===== src/rtl/cell_test_sequencer.sv =====
// rtl/cell_test_sequencer.sv - standard-cell stimulus walker and response checker with Wishbone registers
module cell_test_sequencer #(
    parameter int IN_W  = 4,
    parameter int OUT_W = 2
) (
    input  logic             wb_clk_i,
    input  logic             wb_rst_ni,
    input  logic             wbs_stb_i,
    input  logic             wbs_cyc_i,
    input  logic             wbs_we_i,
    input  logic [3:0]       wbs_sel_i,
    input  logic [31:0]      wbs_dat_i,
    input  logic [31:0]      wbs_adr_i,
    output logic             wbs_ack_o,
    output logic [31:0]      wbs_dat_o,
    output logic [IN_W-1:0]  stim_o,
    input  logic [OUT_W-1:0] resp_i,
    output logic             busy_o,
    output logic             done_o
);

    typedef enum logic [1:0] {
        IDLE   = 2'd0,
        APPLY  = 2'd1,
        SETTLE = 2'd2,
        SAMPLE = 2'd3
    } state_t;

    localparam logic [2:0] IN_W3    = 3'(IN_W);
    localparam logic [1:0] OUT_MASK = (OUT_W >= 2) ? 2'b11 : 2'b01;

    state_t      state, state_nxt;
    logic        ack_q;
    logic [31:0] dat_q;
    logic [2:0]  nin_r;
    logic [1:0]  cmp_en_r;
    logic [7:0]  settle_r;
    logic [31:0] expect_r;
    logic [3:0]  vec;
    logic [7:0]  cnt;
    logic [3:0]  stim_r;
    logic [15:0] cap0, cap1;
    logic [7:0]  mm_count;
    logic [4:0]  first_fail;
    logic        done_r;

    logic        req, bus_wr, wr_ctrl, wr_exp;
    logic        start_req, abort_req, idle;
    logic [2:0]  nin_eff;
    logic [4:0]  last_vec;
    logic [7:0]  settle_eff;
    logic [1:0]  resp_ext, exp_bits;
    logic        mismatch, is_last, pass;
    logic [31:0] rd_data;
    logic        unused_bits;

    assign unused_bits = ^{wbs_adr_i[31:4], wbs_adr_i[1:0]};

    // A request is accepted when no ack is outstanding; register writes commit in the ack cycle
    assign req       = wbs_stb_i & wbs_cyc_i;
    assign bus_wr    = ack_q & req & wbs_we_i;
    assign wr_ctrl   = bus_wr & (wbs_adr_i[3:2] == 2'd0);
    assign wr_exp    = bus_wr & (wbs_adr_i[3:2] == 2'd1);
    assign abort_req = wr_ctrl & wbs_sel_i[0] & wbs_dat_i[1];
    assign start_req = wr_ctrl & wbs_sel_i[0] & wbs_dat_i[0] & ~wbs_dat_i[1];
    assign idle      = (state == IDLE);

    // Effective input count, last vector index and settle time
    always_comb begin
        if (nin_r == 3'd0)
            nin_eff = 3'd1;
        else if (nin_r > IN_W3)
            nin_eff = IN_W3;
        else
            nin_eff = nin_r;
        last_vec   = (5'd1 << nin_eff) - 5'd1;
        settle_eff = (settle_r == 8'd0) ? 8'd1 : settle_r;
    end

    // Response comparison for the vector currently being sampled
    always_comb begin
        resp_ext = '0;
        resp_ext[OUT_W-1:0] = resp_i;
        exp_bits = {expect_r[5'd16 + {1'b0, vec}], expect_r[vec]};
        mismatch = |((resp_ext ^ exp_bits) & cmp_en_r & OUT_MASK);
        is_last  = ({1'b0, vec} == last_vec);
    end

    assign pass   = done_r & (mm_count == 8'd0);
    assign busy_o = ~idle;
    assign done_o = done_r;
    assign stim_o = stim_r[IN_W-1:0];

    // Register read multiplexer
    always_comb begin
        rd_data = '0;
        case (wbs_adr_i[3:2])
            2'd0:    rd_data = {8'd0, settle_r, 2'd0, cmp_en_r, 1'b0, nin_r, 8'd0};
            2'd1:    rd_data = expect_r;
            2'd2:    rd_data = {11'd0, first_fail, mm_count, 5'd0, pass, done_r, busy_o};
            default: rd_data = {cap1, cap0};
        endcase
    end

    // Wishbone handshake: single-cycle ack, never two in a row, data only in the ack cycle
    always_ff @(posedge wb_clk_i or negedge wb_rst_ni) begin
        if (!wb_rst_ni) begin
            ack_q <= 1'b0;
            dat_q <= '0;
        end else begin
            ack_q <= req & ~ack_q;
            dat_q <= (req & ~ack_q & ~wbs_we_i) ? rd_data : 32'd0;
        end
    end

    assign wbs_ack_o = ack_q;
    assign wbs_dat_o = dat_q;

    // Configuration registers; frozen while a sequence runs
    always_ff @(posedge wb_clk_i or negedge wb_rst_ni) begin
        if (!wb_rst_ni) begin
            nin_r    <= '0;
            cmp_en_r <= '0;
            settle_r <= '0;
            expect_r <= '0;
        end else if (idle) begin
            if (wr_ctrl && wbs_sel_i[1]) begin
                nin_r    <= wbs_dat_i[10:8];
                cmp_en_r <= wbs_dat_i[13:12];
            end
            if (wr_ctrl && wbs_sel_i[2])
                settle_r <= wbs_dat_i[23:16];
            if (wr_exp) begin
                for (int b = 0; b < 4; b++)
                    if (wbs_sel_i[b])
                        expect_r[b*8 +: 8] <= wbs_dat_i[b*8 +: 8];
            end
        end
    end

    // Sequencer state register
    always_ff @(posedge wb_clk_i or negedge wb_rst_ni) begin
        if (!wb_rst_ni)
            state <= IDLE;
        else
            state <= state_nxt;
    end

    // Next-state logic; abort overrides everything
    always_comb begin
        state_nxt = state;
        case (state)
            IDLE:    if (start_req) state_nxt = APPLY;
            APPLY:   state_nxt = SETTLE;
            SETTLE:  if (cnt == 8'd1) state_nxt = SAMPLE;
            SAMPLE:  state_nxt = is_last ? IDLE : APPLY;
            default: state_nxt = IDLE;
        endcase
        if (abort_req)
            state_nxt = IDLE;
    end

    // Sequencer datapath: vector index, settle counter, stimulus, capture and result tracking
    always_ff @(posedge wb_clk_i or negedge wb_rst_ni) begin
        if (!wb_rst_ni) begin
            vec        <= '0;
            cnt        <= '0;
            stim_r     <= '0;
            cap0       <= '0;
            cap1       <= '0;
            mm_count   <= '0;
            first_fail <= 5'h1F;
            done_r     <= 1'b0;
        end else if (abort_req) begin
            stim_r <= '0;
            done_r <= 1'b0;
        end else begin
            case (state)
                IDLE: begin
                    stim_r <= '0;
                    if (start_req) begin
                        cap0       <= '0;
                        cap1       <= '0;
                        mm_count   <= '0;
                        first_fail <= 5'h1F;
                        done_r     <= 1'b0;
                        vec        <= '0;
                    end
                end
                APPLY: begin
                    stim_r <= vec;
                    cnt    <= settle_eff;
                end
                SETTLE: begin
                    cnt <= cnt - 8'd1;
                end
                SAMPLE: begin
                    cap0[vec] <= resp_ext[0];
                    cap1[vec] <= resp_ext[1];
                    if (mismatch) begin
                        if (mm_count != 8'hFF)
                            mm_count <= mm_count + 8'd1;
                        if (first_fail == 5'h1F)
                            first_fail <= {1'b0, vec};
                    end
                    if (is_last) begin
                        done_r <= 1'b1;
                        stim_r <= '0;
                    end else begin
                        vec <= vec + 4'd1;
                    end
                end
                default: ;
            endcase
        end
    end

endmodule


===== config.mk =====
export PLATFORM = sky130hd
export DESIGN_NAME = cell_test_sequencer
export DESIGN_NICKNAME = d
export VERILOG_FILES = /design/src/rtl/cell_test_sequencer.sv
export SDC_FILE = /design/constraint.sdc
export NUM_CORES = 1
export LEC_CHECK = 0
export ABC_AREA = 1
export CAP_MARGIN = 20
export CORE_MARGIN = 4
export CORE_UTILIZATION = 49
export DETAILED_ROUTE_END_ITERATION = 8
export HOLD_SLACK_MARGIN = 0.12
export PLACE_DENSITY = 0.77
export SETUP_SLACK_MARGIN = 0.2
export SLEW_MARGIN = 20
export SYNTH_ARGS = -nofsm -noshare
export SYNTH_HDL_FRONTEND = slang
export SYNTH_SLANG_ARGS = --single-unit

===== constraint.sdc =====
create_clock -name wb_clk_i -period 2.05 [get_ports wb_clk_i]
set_clock_uncertainty 0.2 [all_clocks]
set_input_delay 0.3075 -clock wb_clk_i [delete_from_list [all_inputs] [get_ports wb_clk_i]]
set_output_delay 0.3075 -clock wb_clk_i [all_outputs]
set_load 0.05 [all_outputs]

==> results.json, run 1 <==
{
  "status": "complete, but fails checks",
  "violations": "negative setup slack",
  "synth_top_family_by_area": "simple AND/OR/NAND/NOR gates",
  "rows": 43,
  "timing.fmax_mhz": 434,
  "synth_area_leaders": "dfrtp_1 (49%), nand2_1 (11%), inv_1 (7.5%)",
  "ios": 114,
  "place.gp.congestion": 0.929,
  "ys_top_cells_by_count": "nand2_1 (209), inv_1 (140), dfrtp_1 (137)",
  "dp_hpwl_mm": 14.4,
  "grt_pass1_wl_mm": 34.9,
  "syn_avg_cell_area_um2": 8.06,
  "ys_seq_area_frac": 0.505,
  "fin_crit_sh": 1.12,
  "synthMuxAreaShare": 0.00160,
  "worstPathRequired_ps": 2210,
  "fp.dieH_um": 128,
  "finalHoldViolCount": 0,
  "synthDistinctLibCells": 40,
  "setup_viol_count_final": 36,
  "cts.htree.levels": 4,
  "area_growth_pct": 53.8,
  "cts_buffers": 17,
  "ys_ff_latch": 142,
  "synth_top_area_share": 0.487,
  "ctsRootBufferMaster": "clkbuf_16",
  "critPathMostFrequentCell": "nand2_1",
  "fin_cells": 1255,
  "rsz0062_at_grt": "yes",
  "timing.critical_path.max_delay_family": "simple AND/OR/NAND/NOR gates",
  "synth-edff-count": 0,
  "drt-total-wl_mm": 27.3,
  "yosys.area_share.simple": 0.204,
  "cpMaxStageDelayCell": "dfrtp_2",
  "max-cap-violations": 0,
  "rr_startpoint": "vec[0]",
  "worst-slew-pin-transition_ps": 854,
  "via_per_inst": 6.03,
  "endpoint_kind": "flip-flop",
  "start_util": 0.503,
  "synth_top_area_cell": "dfrtp_1",
  "ir_worst_vdd_mv": 0.680,
  "fill_cells": 796,
  "grt_start_max_net_pins": 52,
  "drive_gt1_frac": 0.358,
  "synth_xor_area_frac": 0.0112,
  "synth_fa_ha_area_frac": 0.0249,
  "worst_slack_ps": -253,
  "worstPathMaxFanout": 11,
  "cp.buffers_inverters": 2,
  "clock-sinks": 142,
  "slew_violations": 0,
  "cts_tree": "yes",
  "p_int_w": 0.00813,
  "power_density_nw_per_um2": 1240,
  "pwr-share-seq": 0.255,
  "grt-ovfl-total": 0,
  "swShare": 0.395,
  "grt_pass1_vias": 6811,
  "clk_pin_slew_ps": 70,
  "synth_compound_area_frac": 0.157,
  "syn-num-nets": 963,
  "die_area_um2": 16400,
  "clock_latency_ps": 430,
  "synthCells": 874,
  "startpoint_type": "flip-flop",
  "drt_iter0_markers": 1072,
  "synth.most_common_cell": "nand2_1",
  "vias": 7563,
  "fp.dieW_um": 128,
  "wl_per_cell_um": 21.7,
  "fin_crit_ps": 2300,
  "critPathMaxStageDelay_ps": 460,
  "portBuffers": 83,
  "leakage_nw": 5.07,
  "clockBufferDepth": 2,
  "multiInputGateArea_um2": 3920,
  "pwr-share-clk": 0.274,
  "synthFlopType": "dfrtp_1",
  "critical_path.startpoint": "vec[0]",
  "worstPathCellList": "buf_6 > nand2_1 > nand3_1 > nand2_1 > nand2_1 > nand2_2 > o21ai_2 > nand3_2 > nand3_4 > buf_6 > nand3_4 > nand2_1 > nand2_1",
  "postSynth.asyncResetShare": 1.00,
  "placed_cells": 1179,
  "drt_first_pass_iters": 8,
  "drc": 0,
  "seq_area_um2": 3560,
  "crit_type": "reg2reg",
  "final_antenna_net_count": 0,
  "worstHoldPathType": "in2reg",
  "pwr-share-comb": 0.470,
  "fin_nets": 1151,
  "whs_ps": 238,
  "p_sw_w": 0.00532,
  "grt_usage": 0.274,
  "hold_start": "wbs_dat_i[13]",
  "antennaDiodeCount": 0,
  "cp.arrival_ps": 2460,
  "yosysWarnings": 0,
  "core_region_area_um2": 14000,
  "antenna_found_initial": 0,
  "slew_headroom": 0.431,
  "syn-cell-area_um2": 7040
}
per-layer routing:
metal	vias up	global-route usage	share of wire
li1	3218	-	-
met2	600	0.440	0.46
met4	0	0.0918	0.058
met1	3588	0.365	0.37
met3	157	0.0671	0.11
met5	-	0	0
area by class of cell:
class,instances,area share
sequential,142,0.329
clock buffer,23,0.0460
clock inverter,9,0.0186
timing repair buffer,194,0.170
tap,180,0.0208
timing repair inverter,2,0.00220
inverter,143,0.0512
multi-input combinational,562,0.362
cells by family after synthesis:
family | count (synthesis)
adders and majority gates | 14
AOI/OAI and AO/OA | 189
DFF | 142
muxes | 1
and+or+nand+nor | 343
xor gates and xnor gates | 9
buffers and inverters | 175
other | 1
stage by stage:
stage | TNS (ps) | area, um^2 | power, W | utilization | setup WS [ps]
finish | -4150 | 10800 | 0.0134 | 0.774 | -253
global route | -7250 | 10800 | 0.0138 | 0.774 | -313
CTS | -523 | 9900 | 0.0118 | 0.708 | -84.4
detailed placement | -25600 | 8720 | 0.00739 | 0.624 | -343
global placement | -22260 | 8720 | 0.00729 | 0.624 | -311
floorplan | 0 | 7240 | 0.00602 | - | 60.2
path summary, 6_finish.rpt:
check	end	slack, ps	depth (start not counted)
max	first_fail[4]	-250	13
min	cmp_en_r[1]	240	3
max reg2reg	first_fail[4]	-250	13
min reg2reg	cap1[9]	280	2
max in group asynchronous	wbs_ack_o	450	3
min in group asynchronous	first_fail[1]	250	2
power by group through the flow:
stage / Sequential, W / Combinational, W / Clock, W
after detailed placement: 0.00341 / 0.00397 / 0
after global placement: 0.00341 / 0.00388 / 0
after CTS: 0.00337 / 0.00479 / 0.00367
final: 0.00344 / 0.00632 / 0.00369
after global routing: 0.00346 / 0.00656 / 0.00382
after floorplan: 0.00347 / 0.00254 / 0
worst reg2reg max path, cell delays in order, from the launching register on:
cell and delay (ps):
dfrtp_2 460, buf_6 200, nand2_1 110, nand3_1 170, nand2_1 110, nand2_1 90
nand2_2 70, o21ai_2 160, nand3_2 120, nand3_4 130, buf_6 140, nand3_4 100
nand2_1 120, nand2_1 60
state kept, by name, summed over array words and instances (netlist names), 5 cells and up:
register    count
cap0           16
cap1           16
cnt             8
expect_r       32
first_fail      5
mm_count        8
settle_r        8
wbs_dat_o      32
cell usage in the layout (no fill, tap or decap), types with 3 or more instances in the layout:
master,count
nand2_1,138
dfrtp_1,135
inv_1,128
buf_4,82
nand2_2,60
nor2_1,54
clkdlybuf4s50_1,38
dlygate4sd2_1,33
o21ai_1,25
o22ai_2,25
o22ai_1,24
o21ai_0,23
a21oi_2,22
buf_6,22
o21ai_2,20
a21oi_1,19
nand3_1,19
clkbuf_16,17
nor2_4,13
a21oi_4,13
nand4_1,13
inv_2,11
nand2_4,9
nand3_4,9
buf_12,9
nor2_2,8
nand2_8,7
nand3_2,7
ha_1,7
bufinv_16,6
a221oi_1,5
xor2_1,5
clkbuf_8,5
dfstp_2,5
clkinvlp_4,4
nor3_1,4
ha_4,4
buf_8,4
xnor2_1,3
ha_2,3
what timing repair did:
item | 4_1_cts | 5_1_grt
resized for setup | 130 | 203
pin swaps | 25 | 54
cloned | 5 | 4
hold endpoints to repair | 142 | 0
setup endpoints to repair | 125 | 128
hold buffers | 2 | 0
buffers inserted | 21 | 12
(Power assumes the default switching activity.)
==> run 2, diff against run 1 <==
--- a/config.mk
+++ b/config.mk
@@ -17,3 +17,4 @@
 export SYNTH_ARGS = -nofsm -noshare
 export SYNTH_HDL_FRONTEND = slang
 export SYNTH_SLANG_ARGS = --single-unit
+export TNS_END_PERCENT = 5
==> run 2 against run 1 <==
Effect of this change:
- the run still ends with negative setup slack left
- clock power shrank 19%
- design area shrank 6.4%
- non-clock buffer count is 27 lower
- critical endpoint is now busy_o
- highest routed layer unchanged
- largest cell class unchanged
- clock-buffer cell count shrank 1
- first-iteration DRC count shrank 34%
==> results.json, run 2 (synthesis results as in run 1) <==
{
  "rows": 43,
  "grt-ovfl-total": 0,
  "fill_cells": 964,
  "crit_type": "reg2out",
  "swShare": 0.399,
  "fp.dieW_um": 128,
  "clk_pin_slew_ps": 60,
  "violations": "negative setup slack",
  "cts_tree": "yes",
  "clock_latency_ps": 440,
  "drive_gt1_frac": 0.292,
  "pwr-share-clk": 0.262,
  "worstHoldPathType": "in2async",
  "clockBufferDepth": 2,
  "start_util": 0.503,
  "area_growth_pct": 44.0,
  "dpl_worst_slack_ps": -468,
  "setup_viol_count_final": 30,
  "grt_start_max_net_pins": 41,
  "p_sw_w": 0.00457,
  "worstRegToRegCells": 15,
  "antenna_found_initial": 1,
  "slew_headroom": 0.527,
  "clock-sinks": 142,
  "drt_first_pass_iters": 5,
  "fin_nets": 1117,
  "antennaDiodeCount": 0,
  "fin_crit_ps": 2120,
  "place.gp.congestion": 0.942,
  "drc": 0,
  "drt_iter0_markers": 707,
  "tns_ps": -982,
  "cp.arrival_ps": 1610,
  "cp.buffers_inverters": 4,
  "final_antenna_net_count": 0,
  "ctsRootBufferMaster": "clkbuf_16",
  "grt_pass1_vias": 6706,
  "mostFrequentLayoutCell": "nand2_1",
  "critPathMaxStageDelay_ps": 410,
  "ios": 114,
  "grt_pass1_wl_mm": 34.9,
  "dp_hpwl_mm": 14.8,
  "grt_usage": 0.273,
  "power_density_nw_per_um2": 1130,
  "worstPathCellList": "inv_2 > ha_4 > clkinvlp_4 > buf_6 > buf_12",
  "p_int_w": 0.00687,
  "seq_area_um2": 3560,
  "die_area_um2": 16400,
  "fp.dieH_um": 128,
  "finalHoldViolCount": 0,
  "pwr-share-comb": 0.440,
  "ir_worst_vdd_mv": 0.630,
  "worst_slack_ps": -65.7,
  "drt-total-wl_mm": 23.1,
  "status": "complete, but fails checks",
  "max-cap-violations": 0,
  "slew_violations": 0,
  "leakage_nw": 4.80,
  "vias": 7003,
  "pwr-share-seq": 0.298,
  "cts.htree.levels": 4,
  "core_region_area_um2": 14000,
  "timing.fmax_mhz": 473,
  "worst-slew-pin-transition_ps": 703,
  "cpMaxStageDelayCell": "dfrtp_1",
  "startpoint_type": "flip-flop",
  "fin_crit_sh": 1.03,
  "timing.critical_path.max_delay_family": "buffers and inverters",
  "wl_per_cell_um": 19.0,
  "endpoint_kind": "output pin",
  "final_cell_mix": "nand2_1 (175), dfrtp_1 (134), inv_1 (133), buf_4 (70), nor2_1 (51)",
  "worstPathRequired_ps": 1540,
  "cts_buffers": 17,
  "multiInputGateArea_um2": 3640,
  "via_per_inst": 5.74,
  "postLayoutCoreUtil": 0.725,
  "rsz0062_at_grt": "yes",
  "worstPathMaxFanout": 5,
  "cp.depth": 5,
  "portBuffers": 83
}
-- run 2: timing repair --
action                                 CTS  global route
setup buffers                            2             0
gates cloned                             2             0
setup endpoints to repair              120           116
hold buffers                             1             0
endpoints found under the hold margin  140             0
pin swaps                               61            63
gates resized for setup                131           132
-- run 2: through the flow --
step                cell area (um^2)  hold WS, ps  instances  power (W)
floorplan                       7120         -188        874    0.00591
global placement                8660         55.8       1184    0.00726
detailed placement              8660         54.5       1184    0.00732
CTS                             9690          172       1220     0.0110
global route                   10100          199       1220     0.0119
finish                         10100          163       1220     0.0114
-- run 2: final timing paths --
path / startpoint / endpoint / slack (ps)
min in group wb_clk_i: wbs_dat_i[17] / expect_r[17] / 240
min: wb_rst_ni / wbs_dat_o[20] / 160
max reg2reg: vec[0] / first_fail[1] / -50
max in group asynchronous: wb_rst_ni / wbs_ack_o / 910
min reg2reg: first_fail[3] / first_fail[3] / 270
max: state[1] / busy_o / -70
-- run 2: final cells by class --
class / instances / area share
Clock buffer: 22 / 0.0478
Clock inverter: 9 / 0.00851
Inverter: 143 / 0.0548
Multi-Input combinational cell: 557 / 0.359
Sequential cell: 142 / 0.351
Tap cell: 180 / 0.0222
Timing Repair Buffer: 167 / 0.156
-- run 2: layer usage --
metal / GRT usage / up-vias / part of all wire / routed length (um)
li1: - / 3139 / - / -
met2: 0.421 / 379 / 0.47 / 10900
met3: 0.0608 / 87 / 0.085 / 1970
met4: 0.123 / 0 / 0.039 / 896
met1: 0.369 / 3398 / 0.40 / 9320
met5: 0 / - / 0 / 0
-- run 2: power by group through the flow --
stage | Clock [W] | Sequential, W | Combinational, W
global route | 0.00313 | 0.00344 | 0.00537
global placement | 0 | 0.00341 | 0.00386
finish | 0.00299 | 0.00341 | 0.00504
detailed placement | 0 | 0.00341 | 0.00391
CTS | 0.00298 | 0.00338 | 0.00461
floorplan | 0 | 0.00347 | 0.00244
==> run 3, diff against run 2 <==
--- a/config.mk
+++ b/config.mk
@@ -11,7 +11,7 @@
 export CORE_UTILIZATION = 49
 export DETAILED_ROUTE_END_ITERATION = 8
 export HOLD_SLACK_MARGIN = 0.12
-export PLACE_DENSITY = 0.77
+export PLACE_DENSITY = 0.78
 export SETUP_SLACK_MARGIN = 0.2
 export SLEW_MARGIN = 20
 export SYNTH_ARGS = -nofsm -noshare
==> run 3 against run 2 <==
Effect of this change:
- the flow still finishes with violations (negative setup slack)
- combinational power grew 4.8%
- first-iteration DRC count increased by 41%
- total power increased by 4.7%
- worst setup slack worse by 120 ps
- utilization grew 1.3 points
- cell count rose by 0.90%
- wire length increased by 3.4%
- clock power rose by 10%
- die area unchanged
- flip-flop and latch count unchanged
- via count is 2.0% higher
- critical path type is now reg2reg
- largest power group unchanged
==> results.json, run 3 (synthesis results as in run 1) <==
{
  "status": "complete, but fails checks",
  "violations": "negative setup slack",
  "mostFrequentLayoutCell": "nand2_1",
  "place.gp.congestion": 0.953,
  "worstPathRequired_ps": 2170,
  "critPathMaxStageDelay_ps": 380,
  "worst_slack_ps": -188,
  "rr_startpoint": "nin_r[2]",
  "fp.dieH_um": 128,
  "grt_start_max_net_pins": 49,
  "clockBufferDepth": 2,
  "crit_type": "reg2reg",
  "fin_crit_sh": 1.09,
  "cp.buffers_inverters": 0,
  "worstHoldPathType": "in2async",
  "drive_gt1_frac": 0.297,
  "die_area_um2": 16400,
  "timing.fmax_mhz": 447,
  "power_density_nw_per_um2": 1160,
  "final_antenna_net_count": 0,
  "whs_ps": 195,
  "fp.dieW_um": 128,
  "grt_usage": 0.276,
  "core_region_area_um2": 14000,
  "grt_pass1_wl_mm": 35.1,
  "critical_path.startpoint": "nin_r[2]",
  "antennaDiodeCount": 0,
  "fin_nets": 1127,
  "dp_hpwl_mm": 14.6,
  "portBuffers": 83,
  "fin_cells": 1231,
  "worst-slew-pin-transition_ps": 802,
  "cts_buffers": 17,
  "drt-total-wl_mm": 23.9,
  "placed_cells": 1193,
  "fin_crit_ps": 2240,
  "max-cap-violations": 0,
  "endpoint_kind": "flip-flop",
  "clock-sinks": 142,
  "grt-ovfl-total": 0,
  "slew_violations": 0,
  "clock_latency_ps": 430,
  "finalHoldViolCount": 0,
  "area_growth_pct": 46.5,
  "timing.critical_path.max_delay_family": "simple AND/OR/NAND/NOR gates",
  "worstPathMaxFanout": 5,
  "drt_iter0_markers": 998,
  "cts_tree": "yes",
  "leakage_nw": 4.82,
  "grt_pass1_vias": 6725,
  "rows": 43,
  "clk_pin_slew_ps": 60,
  "wl_per_cell_um": 19.4,
  "start_util": 0.503,
  "cts.htree.levels": 4,
  "fin_total_pwr_w": 0.0120,
  "vias": 7141,
  "rsz0062_at_grt": "yes",
  "ios": 114,
  "antenna_found_initial": 0,
  "worstPathCellList": "or2_4 > ha_4 > a21oi_2 > o221ai_1 > nor2_1 > a21oi_2 > nand2_2 > nor2_2 > nand2_1 > nand2_1 > nor2_1",
  "setup_viol_count_final": 25,
  "via_per_inst": 5.80,
  "cpMaxStageDelayCell": "dfrtp_1",
  "cp.arrival_ps": 2360,
  "startpoint_type": "flip-flop",
  "slew_headroom": 0.460,
  "ir_worst_vdd_mv": 0.621,
  "fill_cells": 882,
  "drc": 0,
  "ctsRootBufferMaster": "clkbuf_16",
  "final_cell_mix": "nand2_1 (167), inv_1 (135), dfrtp_1 (135), buf_4 (78), nor2_1 (50)",
  "drt_first_pass_iters": 8
}
==> run 3: final timing paths <==
| kind | end | slack (ps) | depth (start not counted) |
|---|---|---|---|
| hold / removal | mm_count[0] | 200 | 2 |
| setup reg to reg | vec[3] | -190 | 11 |
| hold reg to reg | wbs_ack_o | 270 | 1 |
| setup / recovery | vec[3] | -190 | 11 |
| min in group wb_clk_i | expect_r[8] | 230 | 3 |
| max in group asynchronous | cmp_en_r[0] | 870 | 3 |
==> run 3: cell type report <==
class | count | area (um^2) | share of cell area
multi-input cells | 557 | 3700 | 0.358
flip-flops and latches | 142 | 3560 | 0.345
repair buffers | 177 | 1670 | 0.161
inverters | 143 | 551 | 0.0533
clock buffers | 18 | 429 | 0.0416
well taps | 180 | 225 | 0.0218
clock inverters | 14 | 191 | 0.0185
==> run 3: what timing repair did <==
item | CTS | global route
endpoints found under the setup margin | 119 | 116
cloned | 2 | 0
resized for setup | 125 | 149
buffers inserted | 3 | 0
hold buffers | 1 | 0
hold endpoints to repair | 142 | 0
pin swaps | 49 | 85
==> run 3: routing by layer <==
| metal | track usage | part of all wire | wire length, um |
|---|---|---|---|
| met1 | 0.372 | 0.38 | 9140 |
| met2 | 0.436 | 0.48 | 11500 |
| met3 | 0.0617 | 0.094 | 2260 |
| met4 | 0.110 | 0.042 | 1020 |
| met5 | 0 | 0 | 0 |
==> run 3: report_power, final <==
group / total [W] / internal (W) / switching [W] / leakage (nW)
Combinational: 0.00528 / 0.00198 / 0.00330 / 2.68
Sequential: 0.00341 / 0.00314 / 0.000268 / 1.85
Clock: 0.00329 / 0.00204 / 0.00126 / 0.293
==> run 3: through the flow <==
stage | util | TNS [ps] | instance area [um^2] | worst slack [ps]
final | 0.738 | -2100 | 10300 | -188
after global routing | 0.738 | -3830 | 10300 | -263
after CTS | 0.698 | -235 | 9760 | -68.5
after detailed placement | 0.623 | -31330 | 8710 | -439
after global placement | 0.623 | -25290 | 8710 | -379
after floorplan | - | 0 | 7120 | 38.7
